===== config.mk =====
export PLATFORM = sky130hd
export DESIGN_NAME = spi_xfer_arbiter_flat
export DESIGN_NICKNAME = d
export VERILOG_FILES = /design/src/rtl/spi_xfer_arbiter_pkg.sv /design/src/rtl/spi_xfer_arbiter_if.sv /design/src/rtl/spi_xfer_arbiter_rr_arb2.sv /design/src/rtl/spi_xfer_arbiter.sv /design/src/flat_wrapper.sv
export SDC_FILE = /design/constraint.sdc
export NUM_CORES = 1
export LEC_CHECK = 0
export ABC_AREA = 1
export ABC_CLOCK_PERIOD_IN_PS = 1200
export CORE_MARGIN = 4
export CORE_UTILIZATION = 38
export DETAILED_ROUTE_END_ITERATION = 10
export GPL_TIMING_DRIVEN = 1
export PLACE_DENSITY = 0.86
export SLEW_MARGIN = 20
export SYNTH_ARGS = -nofsm -noshare
export SYNTH_HDL_FRONTEND = slang
export SYNTH_SLANG_ARGS = --single-unit

===== constraint.sdc =====
create_clock -name clk -period 1.2 [get_ports clk]
set_input_delay 0.24 -clock clk [delete_from_list [all_inputs] [get_ports clk]]
set_output_delay 0.24 -clock clk [all_outputs]
set_load 0.005 [all_outputs]

===== src/rtl/spi_xfer_arbiter_pkg.sv =====
// Shared encodings and defaults for the two-port SPI transfer arbiter.
package spi_xfer_arbiter_pkg;

    localparam int unsigned DEF_W_DATA         = 32;
    localparam int unsigned DEF_W_CNT          = 16;
    localparam int unsigned DEF_TIMEOUT_CYCLES = 1024;

    localparam logic SPI_REQ_CPU = 1'b0;
    localparam logic SPI_REQ_AUX = 1'b1;

    typedef enum logic [1:0] {
        ST_IDLE  = 2'd0,
        ST_ISSUE = 2'd1,
        ST_WAIT  = 2'd2,
        ST_RESP  = 2'd3
    } state_e;

endpackage


===== src/rtl/spi_xfer_arbiter_if.sv =====
// Requester, engine and status signals of the SPI transfer arbiter.
interface spi_xfer_arbiter_if
    import spi_xfer_arbiter_pkg::*;
#(
    parameter int unsigned W_DATA = DEF_W_DATA,
    parameter int unsigned W_CNT  = DEF_W_CNT
);

    logic              req0;
    logic [W_DATA-1:0] wdata0;
    logic              gnt0;
    logic              done0;
    logic [W_DATA-1:0] rdata0;

    logic              req1;
    logic [W_DATA-1:0] wdata1;
    logic              gnt1;
    logic              done1;
    logic [W_DATA-1:0] rdata1;

    logic [W_DATA-1:0] spi_tx_data;
    logic              spi_tx_valid;
    logic [W_DATA-1:0] spi_rx_data;
    logic              spi_rx_valid;

    logic              busy;
    logic              err;
    logic [W_CNT-1:0]  xfer_count;

    modport slave (
        input  req0, wdata0, req1, wdata1, spi_rx_data, spi_rx_valid,
        output gnt0, done0, rdata0, gnt1, done1, rdata1,
        output spi_tx_data, spi_tx_valid, busy, err, xfer_count
    );

    modport master (
        output req0, wdata0, req1, wdata1, spi_rx_data, spi_rx_valid,
        input  gnt0, done0, rdata0, gnt1, done1, rdata1,
        input  spi_tx_data, spi_tx_valid, busy, err, xfer_count
    );

endinterface


===== src/rtl/spi_xfer_arbiter_rr_arb2.sv =====
// Combinational two-way round-robin picker; pointer names the favoured port.
module rr_arb2
    import spi_xfer_arbiter_pkg::*;
(
    input  logic [1:0] i_req,
    input  logic       i_ptr,
    output logic [1:0] o_gnt
);

    always_comb begin
        o_gnt    = 2'b00;
        o_gnt[0] = i_req[0] && (!i_req[1] || (i_ptr == SPI_REQ_CPU));
        o_gnt[1] = i_req[1] && (!i_req[0] || (i_ptr == SPI_REQ_AUX));
    end

endmodule


===== src/rtl/spi_xfer_arbiter.sv =====
// Shares one SPI engine between CPU and aux requesters: grant, strobe, wait, respond.
// Optional WAIT-state timeout abort is enabled by defining SPI_ARB_TIMEOUT_EN.
module spi_xfer_arbiter
    import spi_xfer_arbiter_pkg::*;
#(
    parameter int unsigned W_DATA         = DEF_W_DATA,
    parameter int unsigned W_CNT          = DEF_W_CNT,
    parameter int unsigned TIMEOUT_CYCLES = DEF_TIMEOUT_CYCLES
) (
    input  logic              clk,
    input  logic              rst,
    spi_xfer_arbiter_if.slave bus
);

    state_e            r_state;
    state_e            w_state_nxt;
    logic              r_win;
    logic              r_ptr;
    logic [1:0]        w_req;
    logic [1:0]        w_grant;
    logic              w_pick;
    logic              w_busy;
    logic              w_timeout;
    logic              w_err_flag;
    logic              w_wait_end;
    logic [W_DATA-1:0] r_tx_data;
    logic [W_DATA-1:0] r_rdata0;
    logic [W_DATA-1:0] r_rdata1;
    logic [W_CNT-1:0]  r_count;

    assign w_req  = {bus.req1, bus.req0};
    assign w_pick = w_grant[1];

    rr_arb2 u_rr_arb2 (
        .i_req (w_req),
        .i_ptr (r_ptr),
        .o_gnt (w_grant)
    );

    // rx_valid outside WAIT never reaches the FSM or the capture registers.
    assign w_wait_end = (r_state == ST_WAIT) && (bus.spi_rx_valid || w_timeout);

`ifdef SPI_ARB_TIMEOUT_EN
    logic [W_DATA-1:0] r_wait_cnt;
    logic              r_err_flag;

    always_ff @(posedge clk) begin
        if (rst || (r_state != ST_WAIT)) begin
            r_wait_cnt <= '0;
        end else begin
            r_wait_cnt <= r_wait_cnt + W_DATA'(1);
        end
    end

    // A response on the expiry cycle suppresses the timeout.
    assign w_timeout = (r_state == ST_WAIT) && !bus.spi_rx_valid &&
                       (r_wait_cnt == W_DATA'(TIMEOUT_CYCLES - 1));

    always_ff @(posedge clk) begin
        if (rst) begin
            r_err_flag <= 1'b0;
        end else if (w_wait_end) begin
            r_err_flag <= w_timeout;
        end
    end

    assign w_err_flag = r_err_flag;
`else
    logic w_unused_timeout;
    assign w_unused_timeout = (TIMEOUT_CYCLES != 0);
    assign w_timeout        = 1'b0;
    assign w_err_flag       = 1'b0;
`endif

    always_ff @(posedge clk) begin
        if (rst) begin
            r_state <= ST_IDLE;
        end else begin
            r_state <= w_state_nxt;
        end
    end

    always_comb begin
        w_state_nxt = r_state;
        case (r_state)
            ST_IDLE:  if (|w_req) w_state_nxt = ST_ISSUE;
            ST_ISSUE: w_state_nxt = ST_WAIT;
            ST_WAIT:  if (w_wait_end) w_state_nxt = ST_RESP;
            ST_RESP:  w_state_nxt = ST_IDLE;
            default:  w_state_nxt = ST_IDLE;
        endcase
    end

    always_ff @(posedge clk) begin
        if (rst) begin
            r_win     <= SPI_REQ_CPU;
            r_ptr     <= SPI_REQ_CPU;
            r_tx_data <= '0;
            r_rdata0  <= '0;
            r_rdata1  <= '0;
            r_count   <= '0;
        end else begin
            if ((r_state == ST_IDLE) && (|w_req)) begin
                r_win     <= w_pick;
                r_tx_data <= w_pick ? bus.wdata1 : bus.wdata0;
            end
            if (w_wait_end) begin
                if (r_win == SPI_REQ_AUX) begin
                    r_rdata1 <= w_timeout ? '0 : bus.spi_rx_data;
                end else begin
                    r_rdata0 <= w_timeout ? '0 : bus.spi_rx_data;
                end
            end
            if (r_state == ST_RESP) begin
                r_count <= r_count + W_CNT'(1);
                r_ptr   <= ~r_win;
            end
        end
    end

    assign w_busy = (r_state != ST_IDLE);

    always_comb begin
        bus.gnt0         = w_busy && (r_win == SPI_REQ_CPU);
        bus.gnt1         = w_busy && (r_win == SPI_REQ_AUX);
        bus.done0        = (r_state == ST_RESP) && (r_win == SPI_REQ_CPU);
        bus.done1        = (r_state == ST_RESP) && (r_win == SPI_REQ_AUX);
        bus.err          = (r_state == ST_RESP) && w_err_flag;
        bus.spi_tx_valid = (r_state == ST_ISSUE);
        bus.spi_tx_data  = r_tx_data;
        bus.rdata0       = r_rdata0;
        bus.rdata1       = r_rdata1;
        bus.busy         = w_busy;
        bus.xfer_count   = r_count;
    end

endmodule


===== src/flat_wrapper.sv =====
// flat-port wrapper written by rule: the top's interface ports become plain ports
module spi_xfer_arbiter_flat import spi_xfer_arbiter_pkg::*;
#(
    parameter int unsigned W_DATA         = DEF_W_DATA,
    parameter int unsigned W_CNT          = DEF_W_CNT,
    parameter int unsigned TIMEOUT_CYCLES = DEF_TIMEOUT_CYCLES
)
  (clk, rst, bus_req0, bus_wdata0, bus_req1, bus_wdata1, bus_spi_rx_data, bus_spi_rx_valid, bus_gnt0, bus_done0, bus_rdata0, bus_gnt1, bus_done1, bus_rdata1, bus_spi_tx_data, bus_spi_tx_valid, bus_busy, bus_err, bus_xfer_count);
  spi_xfer_arbiter_if #(.W_DATA(W_DATA), .W_CNT(W_CNT)) bus_i ();
  input  logic clk;
  input  logic rst;
  input wire logic [$bits(bus_i.req0)-1:0] bus_req0;
  input wire logic [$bits(bus_i.wdata0)-1:0] bus_wdata0;
  input wire logic [$bits(bus_i.req1)-1:0] bus_req1;
  input wire logic [$bits(bus_i.wdata1)-1:0] bus_wdata1;
  input wire logic [$bits(bus_i.spi_rx_data)-1:0] bus_spi_rx_data;
  input wire logic [$bits(bus_i.spi_rx_valid)-1:0] bus_spi_rx_valid;
  output wire logic [$bits(bus_i.gnt0)-1:0] bus_gnt0;
  output wire logic [$bits(bus_i.done0)-1:0] bus_done0;
  output wire logic [$bits(bus_i.rdata0)-1:0] bus_rdata0;
  output wire logic [$bits(bus_i.gnt1)-1:0] bus_gnt1;
  output wire logic [$bits(bus_i.done1)-1:0] bus_done1;
  output wire logic [$bits(bus_i.rdata1)-1:0] bus_rdata1;
  output wire logic [$bits(bus_i.spi_tx_data)-1:0] bus_spi_tx_data;
  output wire logic [$bits(bus_i.spi_tx_valid)-1:0] bus_spi_tx_valid;
  output wire logic [$bits(bus_i.busy)-1:0] bus_busy;
  output wire logic [$bits(bus_i.err)-1:0] bus_err;
  output wire logic [$bits(bus_i.xfer_count)-1:0] bus_xfer_count;
  assign bus_i.req0 = bus_req0;
  assign bus_i.wdata0 = bus_wdata0;
  assign bus_i.req1 = bus_req1;
  assign bus_i.wdata1 = bus_wdata1;
  assign bus_i.spi_rx_data = bus_spi_rx_data;
  assign bus_i.spi_rx_valid = bus_spi_rx_valid;
  assign bus_gnt0 = bus_i.gnt0;
  assign bus_done0 = bus_i.done0;
  assign bus_rdata0 = bus_i.rdata0;
  assign bus_gnt1 = bus_i.gnt1;
  assign bus_done1 = bus_i.done1;
  assign bus_rdata1 = bus_i.rdata1;
  assign bus_spi_tx_data = bus_i.spi_tx_data;
  assign bus_spi_tx_valid = bus_i.spi_tx_valid;
  assign bus_busy = bus_i.busy;
  assign bus_err = bus_i.err;
  assign bus_xfer_count = bus_i.xfer_count;
  spi_xfer_arbiter #(.W_DATA(W_DATA), .W_CNT(W_CNT), .TIMEOUT_CYCLES(TIMEOUT_CYCLES)) u_core (.clk(clk), .rst(rst), .bus(bus_i));
endmodule

==> summary.md <==
| Metric | Value |
|---|---|
| Core ar. | roughly 13000 um^2 |
| Avg WL per Cell | 17.8 um |
| Routability-driven placement congestion ratio | ~0.84 |
| Drt total wl | roughly 21000 um |
| PwrDens | approximately 1900 nW/um^2 |
| Placed cell count | between 1000 and 1500 |
| DR iter-0 viols | 433 |
| Cells after synthesis | slightly above 700 |
| Post-layout util | 74.5% |
| Startpoint Class | register |
| IO Port Bufs | roughly 220 |
| Violated checks | negative setup slack |
| CP max stage cell | dfxtp_4 |
| Num CTS Buffers | 17 |
| Post-synth top flop | dfxtp_1 |
| Antenna violations before repair | 0 |
| TritonRoute pass-1 iters | 5 |
| Most frequent cells in the layout | nand2_1 (133), buf_2 (100), clkdlybuf4s50_1 (99) |
| Setup-failing EPs final | approximately 120 |
| Vias in the first global route | slightly above 6000 |
| Post-route ant nets | 0 |
| Synth warn | 0 |
| Most common cell after layout, fill and taps aside | nand2_1 |
| Layout cell share with drive strength beyond 1 | ~53% |
| Largest net degree at the start of global routing | between 40 and 50 |
| Drt drc | 0 |
| Outcome | complete, but fails checks |
| Fin Clk Skew | 0.00731 ns |
| Sequential standard cell area | 2450 um^2 |
| Filler instances | 876 |
| Flops & latches, synth | 116 |
| Worst EP required | approximately 0.96 ns |
| Chip Height | around 120 um |
| Critical path class | reg2out |
| Hold_sp | rst |
| Diode count | 0 |
| Vias | between 6000 and 7000 |
| Vias per inst | around 5.1 |
| Initial Utilization | 38.8% |
| Worst path max stage delay | approximately 0.36 ns |
| Rows | 41 |
| Cell variety after synth | 24 |
| Final Cycle Share | 130% |
| Final Max Tran Viols | 0 |
| Post-synth ARST share | 0% |
| Crit-path cells | inv_4 > ha_4 > buf_6 > nor2_1 > buf_2 |
| H-tree levels | 4 |
| RR Startpoint | u_core.r_state[1]$_SDFFE_PP0P_ |
| Non-filler cells, final | between 1000 and 1500 |
| Critical-path maximum fanout | 4 |
| Area share of the largest cell type after synthesis | roughly 47% |
| Horizontal die dimension | 122 um |
| Netlist Area Pre-Place | around 4900 um^2 |
| Final period demand of the worst path | roughly 1.6 ns |
| First-pass GRT wire length | just over 30000 um |
| Clk buf depth | 2 |
| Die Area | approximately 15000 um^2 |
| Placed wire-length estimate | roughly 11000 um |
| Biggest area consumer among synthesized cells | dfxtp_1 |
| Number of max-cap violations | 0 |
| Synth area leaders | dfxtp_1 (47%), nand2_1 (12%), nor2_1 (12%), nand3_1 (7.5%), a21oi_1 (4.3%) |
| CTS tree | done |
| CTS sink count | about 120 |
| Max Clk Rate | 641 MHz |
| Crit. End Element | output port |
| Max rail drop VDD | ~1.4 mV |
| RSZ-0062 raised after global routing | yes |
| Post-synthesis net count | roughly 800 |
| Sequential area share after synthesis | roughly 47% |
| Lkg Pwr | ~4.3 nW |
| Number of enable flip-flop cells after synthesis | 0 |
| Crit path from | u_core.r_state[1]$_SDFFE_PP0P_ |
| Root buf cell | clkbuf_16 |
| CP arrival | about 1.3 ns |
| Final Worst Setup Slack | -0.361 ns |
| I/O pins | 220 |
| Combined area of the multi-input logic cells | between 3000 and 4000 um^2 |
| GRT Overall Usage | a little over a quarter |
| Final hold vios | 0 |
| Net count reported at finish | approximately 1100 |
| Avg Cell Area, Syn | 6.93 um^2 |
| Clock latency on the worst-skew pair | ~0.42 ns |
| Synth-to-Final Area Change | 91.8% |
| Grt total ovfl | 0 |
| Hold crit path type | in2reg |
| CTS clock-pin slew for the worst setup and hold paths | around 0.050 ns |
## power breakdown
| part | switching [mW] | leakage (nW) | internal [mW] |
|---|---|---|---|
| Combinational | 3.85 | 3.00 | 3.91 |
| Clock | 1.81 | 0.263 | 2.93 |
| Sequential | 0.580 | 0.986 | 4.69 |
| Total | 6.24 | 4.25 | 11.5 |
## registers in the layout, summed over array words and instances, names as in the netlist
name and flops:
u_core.bus.spi_tx_data 32, u_core.bus.rdata1 32, u_core.r_win 1, u_core.bus.xfer_count 16
u_core.bus.rdata0 32, u_core.r_ptr 1, u_core.r_state 2
## area by class of cell
| cell class | instances | share of cell area [%] |
|---|---|---|
| tap | 172 | 2.28 |
| clock inverter | 9 | 0.835 |
| timing repair buffer | 313 | 30.0 |
| multi-input combinational | 495 | 33.5 |
| clock buffer | 23 | 4.96 |
| sequential | 116 | 25.9 |
| inverter | 57 | 2.56 |
## metal layers
| metal | global-route usage [%] | share of wire, % | vias to the layer above |
|---|---|---|---|
| li1 | - | - | 2830 |
| met1 | 27.1 | 36 | 2859 |
| met2 | 46.5 | 53 | 271 |
| met3 | 9.94 | 7.9 | 62 |
| met4 | 11.8 | 3.3 | 0 |
| met5 | 0 | 0 | - |
## per-stage QoR
stage               hold slack, ns  TNS, ns  power, mW  setup WS (ns)  cell area [um^2]
floorplan                    0.375   -0.700       7.47        -0.0383              5040
global placement             0.446   -33.50       9.98         -0.447              7580
detailed placement           0.452   -35.67       10.1         -0.486              7580
CTS                          0.266   -28.15       16.9         -0.346              9080
global route                 0.276   -35.26       18.6         -0.404              9440
finish                       0.259   -28.29       17.8         -0.361              9440
## critical path: cells and delay by family (launching register included)
| family | cells | cell delay [ns] |
|---|---|---|
| flops | 1 | 0.36 |
| buf+inv | 3 | 0.28 |
| fa+ha+maj | 1 | 0.17 |
| simple gates | 1 | 0.08 |
## path summary, 6_finish.rpt
kind	endpoint	slack, ns	depth (start not counted)
setup / recovery	bus_gnt1	-0.36	5
hold / removal	u_core.r_win$_SDFFE_PP0P_	0.26	3
hold reg to reg	u_core.bus.rdata1[5]$_SDFFE_PP0P_	0.46	2
setup reg to reg	u_core.bus.spi_tx_data[6]$_SDFFE_PP0P_	-0.35	11
## cell usage after synthesis, types with 4 or more instances
cell        n
a21oi_1    42
buf_1       4
buf_2      20
buf_4       9
clkbuf_1    9
dfxtp_1   116
ha_1        6
inv_1      53
inv_2       4
nand2_1   163
nand3_1    74
nor2_1    157
o21ai_0    33
o21ai_1     6
## timing repair
item	4_1_cts	5_1_grt
resized for setup	664	190
hold buffers	0	0
hold endpoints to repair	0	0
buffers inserted	27	15
cloned	12	4
setup endpoints to repair	228	174
pin swaps	63	61
## kinds of logic (layout without fill, tap and decap cells)
group                    Yosys count  in the layout  share of synthesized area [%]
XOR/XNOR                           4              4                          0.712
AO/OA/AOI/OAI                     84             84                           8.87
other                              1              1                         0.0762
buffers and inverters             99            402                           8.75
flip-flops                       116            116                           47.2
AND/OR/NAND/NOR                  400            400                           32.9
adder cells (fa/ha/maj)            6              6                           1.53
Power figures use the tool's default switching activity.
